$ cat config.mk
export PLATFORM = sky130hd
export DESIGN_NAME = snn_spi_controller
export DESIGN_NICKNAME = d
export VERILOG_FILES = /design/src/rtl/snn_spi_pkg.sv /design/src/rtl/snn_spi_clkgen.sv /design/src/rtl/snn_spi_controller.sv
export SDC_FILE = /design/constraint.sdc
export NUM_CORES = 1
export LEC_CHECK = 0
export CAP_MARGIN = 5
export CORE_ASPECT_RATIO = 1.2
export CORE_UTILIZATION = 55
export CTS_BUF_LIST = sky130_fd_sc_hd__clkbuf_8
export CTS_CLUSTER_SIZE = 16
export DETAILED_ROUTE_END_ITERATION = 6
export PLACE_DENSITY = 0.82
export SLEW_MARGIN = 20
export SYNTH_ARGS = -nofsm -noshare
export SYNTH_HDL_FRONTEND = slang
export SYNTH_SLANG_ARGS = --single-unit
$ cat constraint.sdc
create_clock -name clk -period 2.8 [get_ports clk]
set_input_delay 0.84 -clock clk [delete_from_list [all_inputs] [get_ports clk]]
set_output_delay 0.84 -clock clk [all_outputs]
set_load 0.02 [all_outputs]
$ cat src/rtl/snn_spi_pkg.sv
// Shared state encoding and mode constants for the SNN SPI configuration controller.
package snn_spi_pkg;

    localparam int   SNN_SPI_DATA_W_DEFAULT = 16;
    localparam logic SNN_SPI_CPOL           = 1'b0;
    localparam logic SNN_SPI_CPHA           = 1'b0;

    typedef enum logic [2:0] {
        ST_IDLE      = 3'd0,
        ST_SETUP     = 3'd1,
        ST_SHIFT     = 3'd2,
        ST_HOLD      = 3'd3,
        ST_WAIT_NEXT = 3'd4,
        ST_DESELECT  = 3'd5
    } snn_spi_state_e;

endpackage

$ cat src/rtl/snn_spi_clkgen.sv
// Half-period tick generator: while enabled, pulses tick on the last cycle of every CLK_DIV-cycle period.
module snn_spi_clkgen #(
    parameter int CLK_DIV = 4
) (
    input  logic clk,
    input  logic rst,
    input  logic en,
    output logic tick
);

    localparam int            CW     = (CLK_DIV > 1) ? $clog2(CLK_DIV) : 1;
    localparam logic [CW-1:0] RELOAD = CW'(CLK_DIV - 1);
    localparam logic [CW-1:0] ONE    = CW'(1'b1);
    localparam logic [CW-1:0] ZERO   = {CW{1'b0}};

    logic [CW-1:0] cnt_r;

    // Down-counter; held at reload while disabled so the first period after en rises is a full one
    always_ff @(posedge clk) begin
        if (rst) begin
            cnt_r <= RELOAD;
        end else if (!en) begin
            cnt_r <= RELOAD;
        end else if (cnt_r == ZERO) begin
            cnt_r <= RELOAD;
        end else begin
            cnt_r <= cnt_r - ONE;
        end
    end

    assign tick = en && (cnt_r == ZERO);

endmodule

$ cat src/rtl/snn_spi_controller.sv
// SPI mode-0 controller: streams words out MSB first on COPI and returns the word captured on CIPO.
module snn_spi_controller
    import snn_spi_pkg::*;
#(
    parameter int DATA_W  = SNN_SPI_DATA_W_DEFAULT,
    parameter int CLK_DIV = 4
) (
    input  logic              clk,
    input  logic              rst,
    input  logic [DATA_W-1:0] tx_data,
    input  logic              tx_last,
    input  logic              tx_valid,
    output logic              tx_ready,
    output logic [DATA_W-1:0] rx_data,
    output logic              rx_valid,
    output logic              busy,
    output logic              spi_cs_n,
    output logic              spi_sck,
    output logic              spi_copi,
    input  logic              spi_cipo
);

    localparam int                BW       = $clog2(DATA_W);
    localparam logic [BW-1:0]     LAST_BIT = BW'(DATA_W - 1);
    localparam logic [BW-1:0]     BIT_ONE  = BW'(1'b1);
    localparam logic [DATA_W-1:0] WORD_Z   = {DATA_W{1'b0}};

    snn_spi_state_e    state_r, state_s;
    logic [DATA_W-1:0] tx_shift_r, tx_shift_s;
    logic [DATA_W-1:0] rx_shift_r, rx_shift_s;
    logic [DATA_W-1:0] rx_data_s;
    logic [BW-1:0]     bit_cnt_r, bit_cnt_s;
    logic              last_r, last_s;
    logic              sck_s, cs_n_s, tx_ready_s, busy_s, rx_valid_s;
    logic              accept_s, en_s, tick_s;

    // tx_ready is a register, so acceptance never feeds back combinationally into it
    assign accept_s = tx_valid && tx_ready;
    assign en_s     = (state_r == ST_SETUP) || (state_r == ST_SHIFT) ||
                      (state_r == ST_HOLD)  || (state_r == ST_DESELECT);
    assign spi_copi = tx_shift_r[DATA_W-1];

    snn_spi_clkgen #(.CLK_DIV(CLK_DIV)) u_clkgen (
        .clk  (clk),
        .rst  (rst),
        .en   (en_s),
        .tick (tick_s)
    );

    // Next-state and datapath updates, advanced only on half-period ticks
    always_comb begin
        state_s    = state_r;
        tx_shift_s = tx_shift_r;
        rx_shift_s = rx_shift_r;
        bit_cnt_s  = bit_cnt_r;
        last_s     = last_r;
        sck_s      = spi_sck;
        rx_valid_s = 1'b0;
        rx_data_s  = rx_data;
        case (state_r)
            ST_IDLE, ST_WAIT_NEXT: begin
                if (accept_s) begin
                    state_s    = (state_r == ST_IDLE) ? ST_SETUP : ST_SHIFT;
                    tx_shift_s = tx_data;
                    last_s     = tx_last;
                    bit_cnt_s  = {BW{1'b0}};
                end else begin
                    state_s = state_r;
                end
            end
            ST_SETUP: begin
                if (tick_s) begin
                    state_s    = ST_SHIFT;
                    sck_s      = ~SNN_SPI_CPOL;
                    rx_shift_s = {rx_shift_r[DATA_W-2:0], spi_cipo};
                end else begin
                    state_s = ST_SETUP;
                end
            end
            ST_SHIFT: begin
                if (!tick_s) begin
                    state_s = ST_SHIFT;
                end else if (spi_sck == SNN_SPI_CPOL) begin
                    sck_s      = ~SNN_SPI_CPOL;
                    rx_shift_s = {rx_shift_r[DATA_W-2:0], spi_cipo};
                end else if (bit_cnt_r == LAST_BIT) begin
                    // COPI keeps the last bit through HOLD and WAIT_NEXT
                    sck_s   = SNN_SPI_CPOL;
                    state_s = ST_HOLD;
                end else begin
                    sck_s      = SNN_SPI_CPOL;
                    bit_cnt_s  = bit_cnt_r + BIT_ONE;
                    tx_shift_s = {tx_shift_r[DATA_W-2:0], 1'b0};
                end
            end
            ST_HOLD: begin
                if (tick_s) begin
                    rx_valid_s = 1'b1;
                    rx_data_s  = rx_shift_r;
                    state_s    = last_r ? ST_DESELECT : ST_WAIT_NEXT;
                end else begin
                    state_s = ST_HOLD;
                end
            end
            ST_DESELECT: begin
                if (tick_s) begin
                    state_s = ST_IDLE;
                end else begin
                    state_s = ST_DESELECT;
                end
            end
            default: begin
                state_s = ST_IDLE;
            end
        endcase
        cs_n_s     = (state_s == ST_IDLE) || (state_s == ST_DESELECT);
        tx_ready_s = (state_s == ST_IDLE) || (state_s == ST_WAIT_NEXT);
        busy_s     = (state_s != ST_IDLE);
    end

    // State, datapath and registered pin drivers
    always_ff @(posedge clk) begin
        if (rst) begin
            state_r    <= ST_IDLE;
            tx_shift_r <= WORD_Z;
            rx_shift_r <= WORD_Z;
            bit_cnt_r  <= {BW{1'b0}};
            last_r     <= 1'b0;
            spi_sck    <= SNN_SPI_CPOL;
            spi_cs_n   <= 1'b1;
            tx_ready   <= 1'b0;
            busy       <= 1'b0;
            rx_valid   <= 1'b0;
            rx_data    <= WORD_Z;
        end else begin
            state_r    <= state_s;
            tx_shift_r <= tx_shift_s;
            rx_shift_r <= rx_shift_s;
            bit_cnt_r  <= bit_cnt_s;
            last_r     <= last_s;
            spi_sck    <= sck_s;
            spi_cs_n   <= cs_n_s;
            tx_ready   <= tx_ready_s;
            busy       <= busy_s;
            rx_valid   <= rx_valid_s;
            rx_data    <= rx_data_s;
        end
    end

endmodule
# --- Word level (Yosys, flattened, before mapping) ---
# Index checks and enable logic that the tools add are counted.
word_totals:
  wordCells: 80
  out_inout_bits: 22
  reg_bits: 63
classes:
  addsub: 2
  muxes: 29
  n_reduce_logical: 21
  n_eq_ne: 14
  bitwise_logic: 2
ops:
  columns: ["cell", "count"]
  rows:
  - ["2-to-1 mux 16 bit", 7]
  - ["case mux 16 bit (2 select lines)", 2]
  - ["2-to-1 mux 3 bit", 6]
  - ["2-to-1 mux 4 bit", 4]
  - ["case mux 3 bit (5 select lines)", 1]
  - ["== test 3 bit (second input constant)", 4]
  - ["!= test 2 bit (second input constant)", 6]
  - ["case mux 4 bit (2 select lines)", 1]
  - ["== test 3 x 2 -> 1 bit (second input constant)", 2]
  - ["zero test 3 bit", 2]
  - ["logical OR 1 bit", 5]
  - ["2-to-1 mux 1 bit", 5]
  - ["AND reduction 5 bit", 1]
  - ["adder 4 x 1 -> 4 bit (second input constant)", 1]
  - ["== test 4 bit (second input constant)", 1]
  - ["2-to-1 mux 2 bit", 2]
  - ["AND reduction 2 bit", 2]
  - ["AND reduction 4 bit", 1]
  - ["nonzero test 2 bit", 2]
  - ["OR reduction 2 bit", 2]
  - ["== test 3 x 1 -> 1 bit (second input constant)", 1]
  - ["AND reduction 3 bit", 1]
  - ["nonzero test 3 bit", 1]
  - ["OR reduction 3 bit", 1]
  - ["other kinds (5)", 7]

# --- Depth between registers and ports, before layout ---
# Gate-level depths: netlist (run 1).
logic_depth:
  ltp_word: 9
  depth_mapped: 8

# --- Hierarchy ---
# A second synthesis (run 1) with hierarchy kept.
hier_totals:
  cells_unflattened: 272
  hier_area_um2: 2631.3
by_module_without_submodules:
  columns: ["module", "cells_each", "n_inst", "area_each_um2", "seq_area_each_um2"]
  rows:
  - ["snn_spi_controller", 264, 1, 2542.4, 1221.2]
  - ["snn_spi_clkgen", 8, 1, 88.8, 40.0]

# --- Least setup slack after synthesis (run 1) ---
# No wires, ideal clock.
synth_path:
  kind: "input-to-reg"
  start: "input port tx_valid"
  end: "register tx_shift_r[15]"
  slack_ps: 955
  arrival_ps: 1706
  setup_ps: 139
  stages: 6
  cell_sequence: "and4bb_1 buf_6 a41o_1 buf_2 nor2_1 a211oi_2"
synth_via:
  elab_chain_len: 3
synth_lines:
  columns: ["element", "line", "rtl"]
  rows:
  - ["start: declaration", "snn_spi_controller.sv:12", "input logic tx_valid,"]
  - ["logical AND 1 bit", "snn_spi_controller.sv:38", "assign accept_s = tx_valid && tx_ready;"]
  - ["!= test 2 bit (no line)", null, null]
  - ["AND reduction 5 bit (no line)", null, null]
  - ["end signal: assignment", "snn_spi_controller.sv:137", "tx_shift_r <= tx_shift_s;"]
  - ["end: declaration", "snn_spi_controller.sv:29", "logic [DATA_W-1:0] tx_shift_r, tx_shift_s;"]
# No other way between the ends.
# A chain may end at the register's enable or synchronous reset.

# --- Final worst setup path (run 1) ---
layout_path:
  start: "register spi_sck"
  end: "output port spi_sck"
layout_rtl:
  columns: ["element", "line", "rtl"]
  rows:
  - ["start: declaration", "snn_spi_controller.sv:18", "output logic spi_sck,"]
  - ["start signal: assignment", "snn_spi_controller.sv:141", "spi_sck <= sck_s;"]
# No word-level cell between the ends.

==> metrics.md, run 1 <==
| Metric | Value |
|---|---|
| Outcome | `finished clean` |
| Core outline area | `4630 um2` |
| Synth area leaders | `dfxtp_1, mux2i_1, a211oi_2, nor2_1, nand2_1` |
| Clock skew | `7.77 ps` |
| FILL cells | `367` |
| Top cells by count, synth | `dfxtp_1, nor2_1, nand2_1` |
| Die area | `5160 um2` |
| Family with the most delay on the worst path | `buffers and inverters` |
| Critical path class | `register to primary output` |
| Post-synthesis register bit count | `63` |
| Vias in the first global route | `1934` |
| CTS sink count | `63` |
| FFs w/ async S/R, synth | `0` |
| Final cell count without fillers | `374` |
| Gates resized, CTS repair | `0` |
| Crit start category | `register` |
| Worst path bufs/invs | `1` |
| Share of cells above drive strength 1 | `0.139` |
| CTS max path bufs | `2` |
| FF/Latch Area | `1260 um2` |
| Max layer used | `met4` |
| Sequential fraction of the synthesis area | `0.470` |
| Hold Vio Cnt, Final | `0` |
| Number of synthesized flops with an enable pin | `0` |
| Most common cell in the synthesized netlist | `dfxtp_1` |
| Largest stage delay on the critical path | `680 ps` |
| Placed insts | `359` |
| Post-Synthesis Cells | `276` |
| Routed wire length | `5080 um` |
| DR iter-0 viols | `140` |
| # setup viols final | `0` |
| P per Cell Area | `615 nW/um2` |
| Max-slew headroom | `0.556` |
| Port buffer count | `42` |
| Final ANT Viol Nets | `0` |
| Clock Latency Late Sink | `330 ps` |
| Largest net degree at the start of global routing | `33` |
| Met2 Routed Length | `2490 um` |
| Final Cycle Share | `0.847` |
| Mapped Area | `2680 um2` |
| Final instance area | `3320 um2` |
| Final HPWL DP | `3140 um` |
| Initial antenna violation count | `0` |
| Syn_area_per_cell | `9.71 um2` |
| Clk root buf | `clkbuf_8` |
| Post-CTS Setup Inserts | `0` |
| Post-synth top area share | `0.470` |
| Met1 WL | `2280 um` |
| Gr ovfl total | `0` |
| RSZ-0062 raised after global routing | `no` |
| Final Max Tran Viols | `0` |
| Arrival time at the worst endpoint | `1530 ps` |
| Die height | `78.5 um` |
| GRT Util Overall | `0.217` |
| WP data required | `1960 ps` |
| Cts-stage hold buffer count | `0` |
| Initial Utilization | `0.579` |
| Wire per inst | `13.6 um` |
| Least-Margin Pin Slew | `663 ps` |
| H-tree levels | `3` |
| Worst Hold Class | `register to register` |
| First-pass iteration count of the detailed router | `4` |
| Achievable Freq | `422 MHz` |
| First-pass GRT wire length | `8410 um` |
| Area grow syn2layout | `23.7%` |
| Slowest-stage cell, CP | `clkdlybuf4s50_1` |
| Synth Net Count | `299` |
| Netlist cell types | `44` |
| WL met3 | `235 um` |
| Crit path cell chain | `clkdlybuf4s50_1` |
| PnR Total Power | `2.04 mW` |
| Place WS | `389 ps` |
| Vias per cell | `5.32` |
| Cell Rows | `27` |
| Final RePlAce weighted congestion | `0.750` |
| Worst setup margin | `429 ps` |
| Vias | `1989` |
| Max Cap Viol | `0` |
| Most used DFF post-synth | `dfxtp_1` |
| IO Count | `43` |
| Layout Nets | `335` |
| Hold slack | `409 ps` |
| Post-DP Area | `3070 um2` |
| Crit end category | `primary output` |
| Multi-input logic area | `1280 um2` |
| Tmin final | `2370 ps` |
| Maximum vdd drop | `0.524 mV` |
| Final design utilization | `0.717` |
| Post-synth top area cell | `dfxtp_1` |
| Ys Warns | `0` |
| Pleak | `1.29 nW` |
| Number of remaining DRC errors | `0` |
| Fin Setup TNS | `0 ps` |
| Crit path max fanout | `9` |
| Inserted Clock Buffers | `9` |
| CTS tree | `done` |
| Number of antenna diodes | `0` |
| Chip Width | `65.7 um` |
| Clk slew on worst S/H paths | `60 ps` |
-- per-layer routing --
| layer | up-vias | track usage |
|---|---|---|
| met1 | 922 | 0.249 |
| met3 | 5 | 0.0610 |
| li1 | 1020 | - |
| met2 | 42 | 0.360 |
| met4 | 0 | 0.109 |
| met5 | - | 0 |
-- cells by family (layout without fill, tap and decap cells) --
logic type | after synthesis | count (layout) | synth area share
AO/OA/AOI/OAI | 45 | 45 | 0.143
XOR/XNOR | 2 | 2 | 0.00653
adder cells (fa/ha/maj) | 2 | 2 | 0.00933
buffers and inverters | 23 | 63 | 0.0523
flip-flops | 63 | 63 | 0.470
multiplexers | 34 | 34 | 0.127
AND/OR/NAND/NOR | 107 | 107 | 0.192
-- power by group --
part / internal (mW) / switching, mW / total (mW)
logic: 0.0733 / 0.0752 / 0.148
registers: 0.921 / 0.0155 / 0.937
clock network: 0.632 / 0.323 / 0.956
total: 1.63 / 0.414 / 2.04
-- state kept, by name, indices dropped and copies added, names as in the netlist --
| register | count |
|---|---|
| rx_shift_r | 16 |
| state_r | 3 |
| tx_shift_r | 16 |
| last_r | 1 |
| rx_valid | 1 |
| bit_cnt_r | 4 |
| u_clkgen.cnt_r | 2 |
| spi_sck | 1 |
| busy | 1 |
| tx_ready | 1 |
| spi_cs_n | 1 |
| rx_data | 16 |
-- cell type report --
cell class              instances  share of cell area
clock inverters                 4              0.0283
clock buffers                  11              0.0456
multi-input cells             190               0.386
well taps                      58              0.0219
repair buffers                 44               0.134
inverters                       4             0.00453
flip-flops and latches         63               0.380
-- layout by cell type, fill, tap and decap left out, types with 2 or more instances in the layout --
master,n
nand3_1,3
o21ai_0,3
nand2b_1,2
inv_1,4
clkdlybuf4s50_1,41
or3_1,2
nand2_1,39
nor2b_1,3
clkbuf_8,11
a21oi_1,20
a211oi_2,15
ha_1,2
bufinv_16,3
mux2i_1,34
nor3_1,2
dfxtp_1,63
nor2_1,40
or2_2,2
-- worst paths after layout --
check / cells past startpoint / to / from / slack, ps
worst max-delay path: 1 / spi_sck / spi_sck / 430
worst min-delay path: 1 / u_clkgen.cnt_r[0] / u_clkgen.cnt_r[0] / 410
worst max register to register: 6 / bit_cnt_r[3] / u_clkgen.cnt_r[0] / 720
worst min register to register: 1 / u_clkgen.cnt_r[0] / u_clkgen.cnt_r[0] / 410
(Power assumes the default switching activity.)
==> run 2: changes to the inputs <==
==> constraint.sdc (replaced) <==
create_clock -name clk -period 2.2 [get_ports clk]
set_input_delay 0.66 -clock clk [delete_from_list [all_inputs] [get_ports clk]]
set_output_delay 0.66 -clock clk [all_outputs]
set_load 0.02 [all_outputs]
==> metrics.md, run 2 (synthesis results as in run 1) <==
| Metric | Value |
|---|---|
| Least-Margin Pin Slew | `447 ps (-216 ps)` |
| WP data required | `1540 ps (-420 ps)` |
| Chip Width | `65.7 um (unchanged)` |
| Crit start category | `register` |
| Arrival time at the worst endpoint | `1340 ps (-190 ps)` |
| Place WS | `5.22 ps (-384 ps)` |
| Crit path depth | `1 (unchanged)` |
| Initial antenna violation count | `0 (unchanged)` |
| Combinational power share | `0.079 (+0.006)` |
| Tmin final | `2000 ps` |
| Wire per inst | `13.0 um (-4.0%)` |
| Vias in the first global route | `1918 (-0.83%)` |
| FILL cells | `354 (-3.5%)` |
| Final Cycle Share | `0.911` |
| Final RePlAce weighted congestion | `0.801 (+6.8%)` |
| Max-slew headroom | `0.702 (+0.145)` |
| RSZ-0062 raised after global routing | `no` |
| Largest stage delay on the critical path | `640 ps (-40 ps)` |
| Port buffer count | `42 (unchanged)` |
| First-pass iteration count of the detailed router | `4 (unchanged)` |
| P per Cell Area | `721 nW/um2 (+17%)` |
| Gates resized, CTS repair | `0 (unchanged)` |
| Critical path class | `register to primary output` |
| Cell Rows | `27 (unchanged)` |
| Crit end category | `primary output` |
| Biggest registers after layout | `rx_data x16, rx_shift_r x16, tx_shift_r x16` |
| H-tree levels | `3 (unchanged)` |
| Die area | `5160 um2 (unchanged)` |
| Final design utilization | `0.718 (+0.00162)` |
| Placed insts | `365 (+1.7%)` |
| Slowest-stage cell, CP | `clkdlybuf4s50_1` |
| Initial Utilization | `0.579 (unchanged)` |
| Commonest non-fill, non-tap cell in the layout | `dfxtp_1` |
| CTS tree | `done` |
| Final Max Tran Viols | `0 (unchanged)` |
| Largest net degree at the start of global routing | `37 (+12%)` |
| Worst setup margin | `195 ps (-233 ps)` |
| Final cell count without fillers | `381 (+1.9%)` |
| Number of remaining DRC errors | `0 (unchanged)` |
| Outcome | `finished clean` |
| Worst path bufs/invs | `1 (unchanged)` |
| Vias per cell | `5.33 (+0.28%)` |
| DR iter-0 viols | `75 (-46%)` |
| IO Count | `43 (unchanged)` |
| Clock skew | `7.35 ps (-0.414 ps)` |
| Inserted Clock Buffers | `9 (unchanged)` |
| Sequential Power Share | `0.497 (+0.038)` |
| Share of cells above drive strength 1 | `0.161 (+0.0218)` |
| Routed wire length | `4960 um (-2.2%)` |
| Fin Setup TNS | `0 ps (unchanged)` |
| Reg-to-reg slack, setup | `480 ps (-240 ps)` |
| Post-CTS Setup Inserts | `0 (unchanged)` |
| Hold Vio Cnt, Final | `0 (unchanged)` |
| Crit path cell chain | `clkdlybuf4s50_1` |
| Cts-stage hold buffer count | `0 (unchanged)` |
| Worst Hold Depth | `1 (unchanged)` |
| Vias | `2032 (+2.2%)` |
| Clk root buf | `clkbuf_8` |
| Clock network power share | `0.424 (-0.044)` |
| Clock Latency Late Sink | `330 ps (about the same)` |
| Switching power total | `547 uW (+32%)` |
| PnR Total Power | `2.40 mW (+17%)` |
| Int Power | `1.85 mW (+14%)` |
| Final ANT Viol Nets | `0 (unchanged)` |
| Layout Nets | `341 (+1.8%)` |
| Crit path max fanout | `3 (-6)` |
| # setup viols final | `0 (unchanged)` |
| Maximum vdd drop | `0.636 mV (+21%)` |
| Die height | `78.5 um (unchanged)` |
| Pleak | `1.30 nW (+0.70%)` |
| Achievable Freq | `499 MHz` |
| Final HPWL DP | `3330 um (+5.9%)` |
| Switching portion of total power | `0.228 (+0.0251)` |
| Max Cap Viol | `0 (unchanged)` |
| Worst Hold Class | `register to register` |
| Clk slew on worst S/H paths | `70 ps (about the same)` |
| Gr ovfl total | `0 (unchanged)` |
| Most frequent cells in the layout | `dfxtp_1, clkdlybuf4s50_1, nor2_1` |
| CTS sink count | `63 (unchanged)` |
| Family with the most delay on the worst path | `buffers and inverters` |
| Core outline area | `4630 um2 (unchanged)` |
| Worst R2R Path Depth | `8 (+2)` |
| Area grow syn2layout | `24.0%` |
| CTS max path bufs | `2 (unchanged)` |
| GRT Util Overall | `0.206 (-0.0106)` |
| First-pass GRT wire length | `8240 um (-2.1%)` |
| Number of antenna diodes | `0 (unchanged)` |
run 2: layout make-up:
cell class	count	area, um2	share of cell area
Multi-Input combinational cell	190	1280	0.385
Clock inverter	5	56.3	0.0169
Tap cell	58	72.6	0.0218
Timing Repair Buffer	50	488	0.147
Inverter	4	15.0	0.00452
Clock buffer	11	151	0.0455
Sequential cell	63	1260	0.379
run 2: through the flow:
step / hold WS, ps / area [um2]
2_1_floorplan: 358 / 2680
3_3_place_gp: 366 / 3120
3_5_place_dp: 371 / 3120
4_1_cts: 386 / 3320
5_1_grt: 408 / 3320
6_report: 384 / 3320
run 2: power groups by stage:
stage	Clock, mW	Sequential, mW	Combinational, mW
2_1_floorplan	0	1.22	0.118
3_3_place_gp	0	1.22	0.186
3_5_place_dp	0	1.22	0.190
4_1_cts	1.03	1.19	0.192
5_1_grt	1.08	1.20	0.207
6_report	1.02	1.19	0.190
run 2: worst paths after layout:
kind                           from                end
hold reg to reg   u_clkgen.cnt_r[0]  u_clkgen.cnt_r[0]
setup / recovery            spi_sck            spi_sck
hold / removal    u_clkgen.cnt_r[0]  u_clkgen.cnt_r[0]
setup reg to reg  u_clkgen.cnt_r[0]      rx_shift_r[3]
run 2: per-layer routing:
metal	track usage	up-vias	part of all wire
met3	0.0509	9	0.041
met4	0.0957	0	0.016
met5	0	-	0
li1	-	1038	-
met2	0.342	40	0.49
met1	0.246	945	0.46
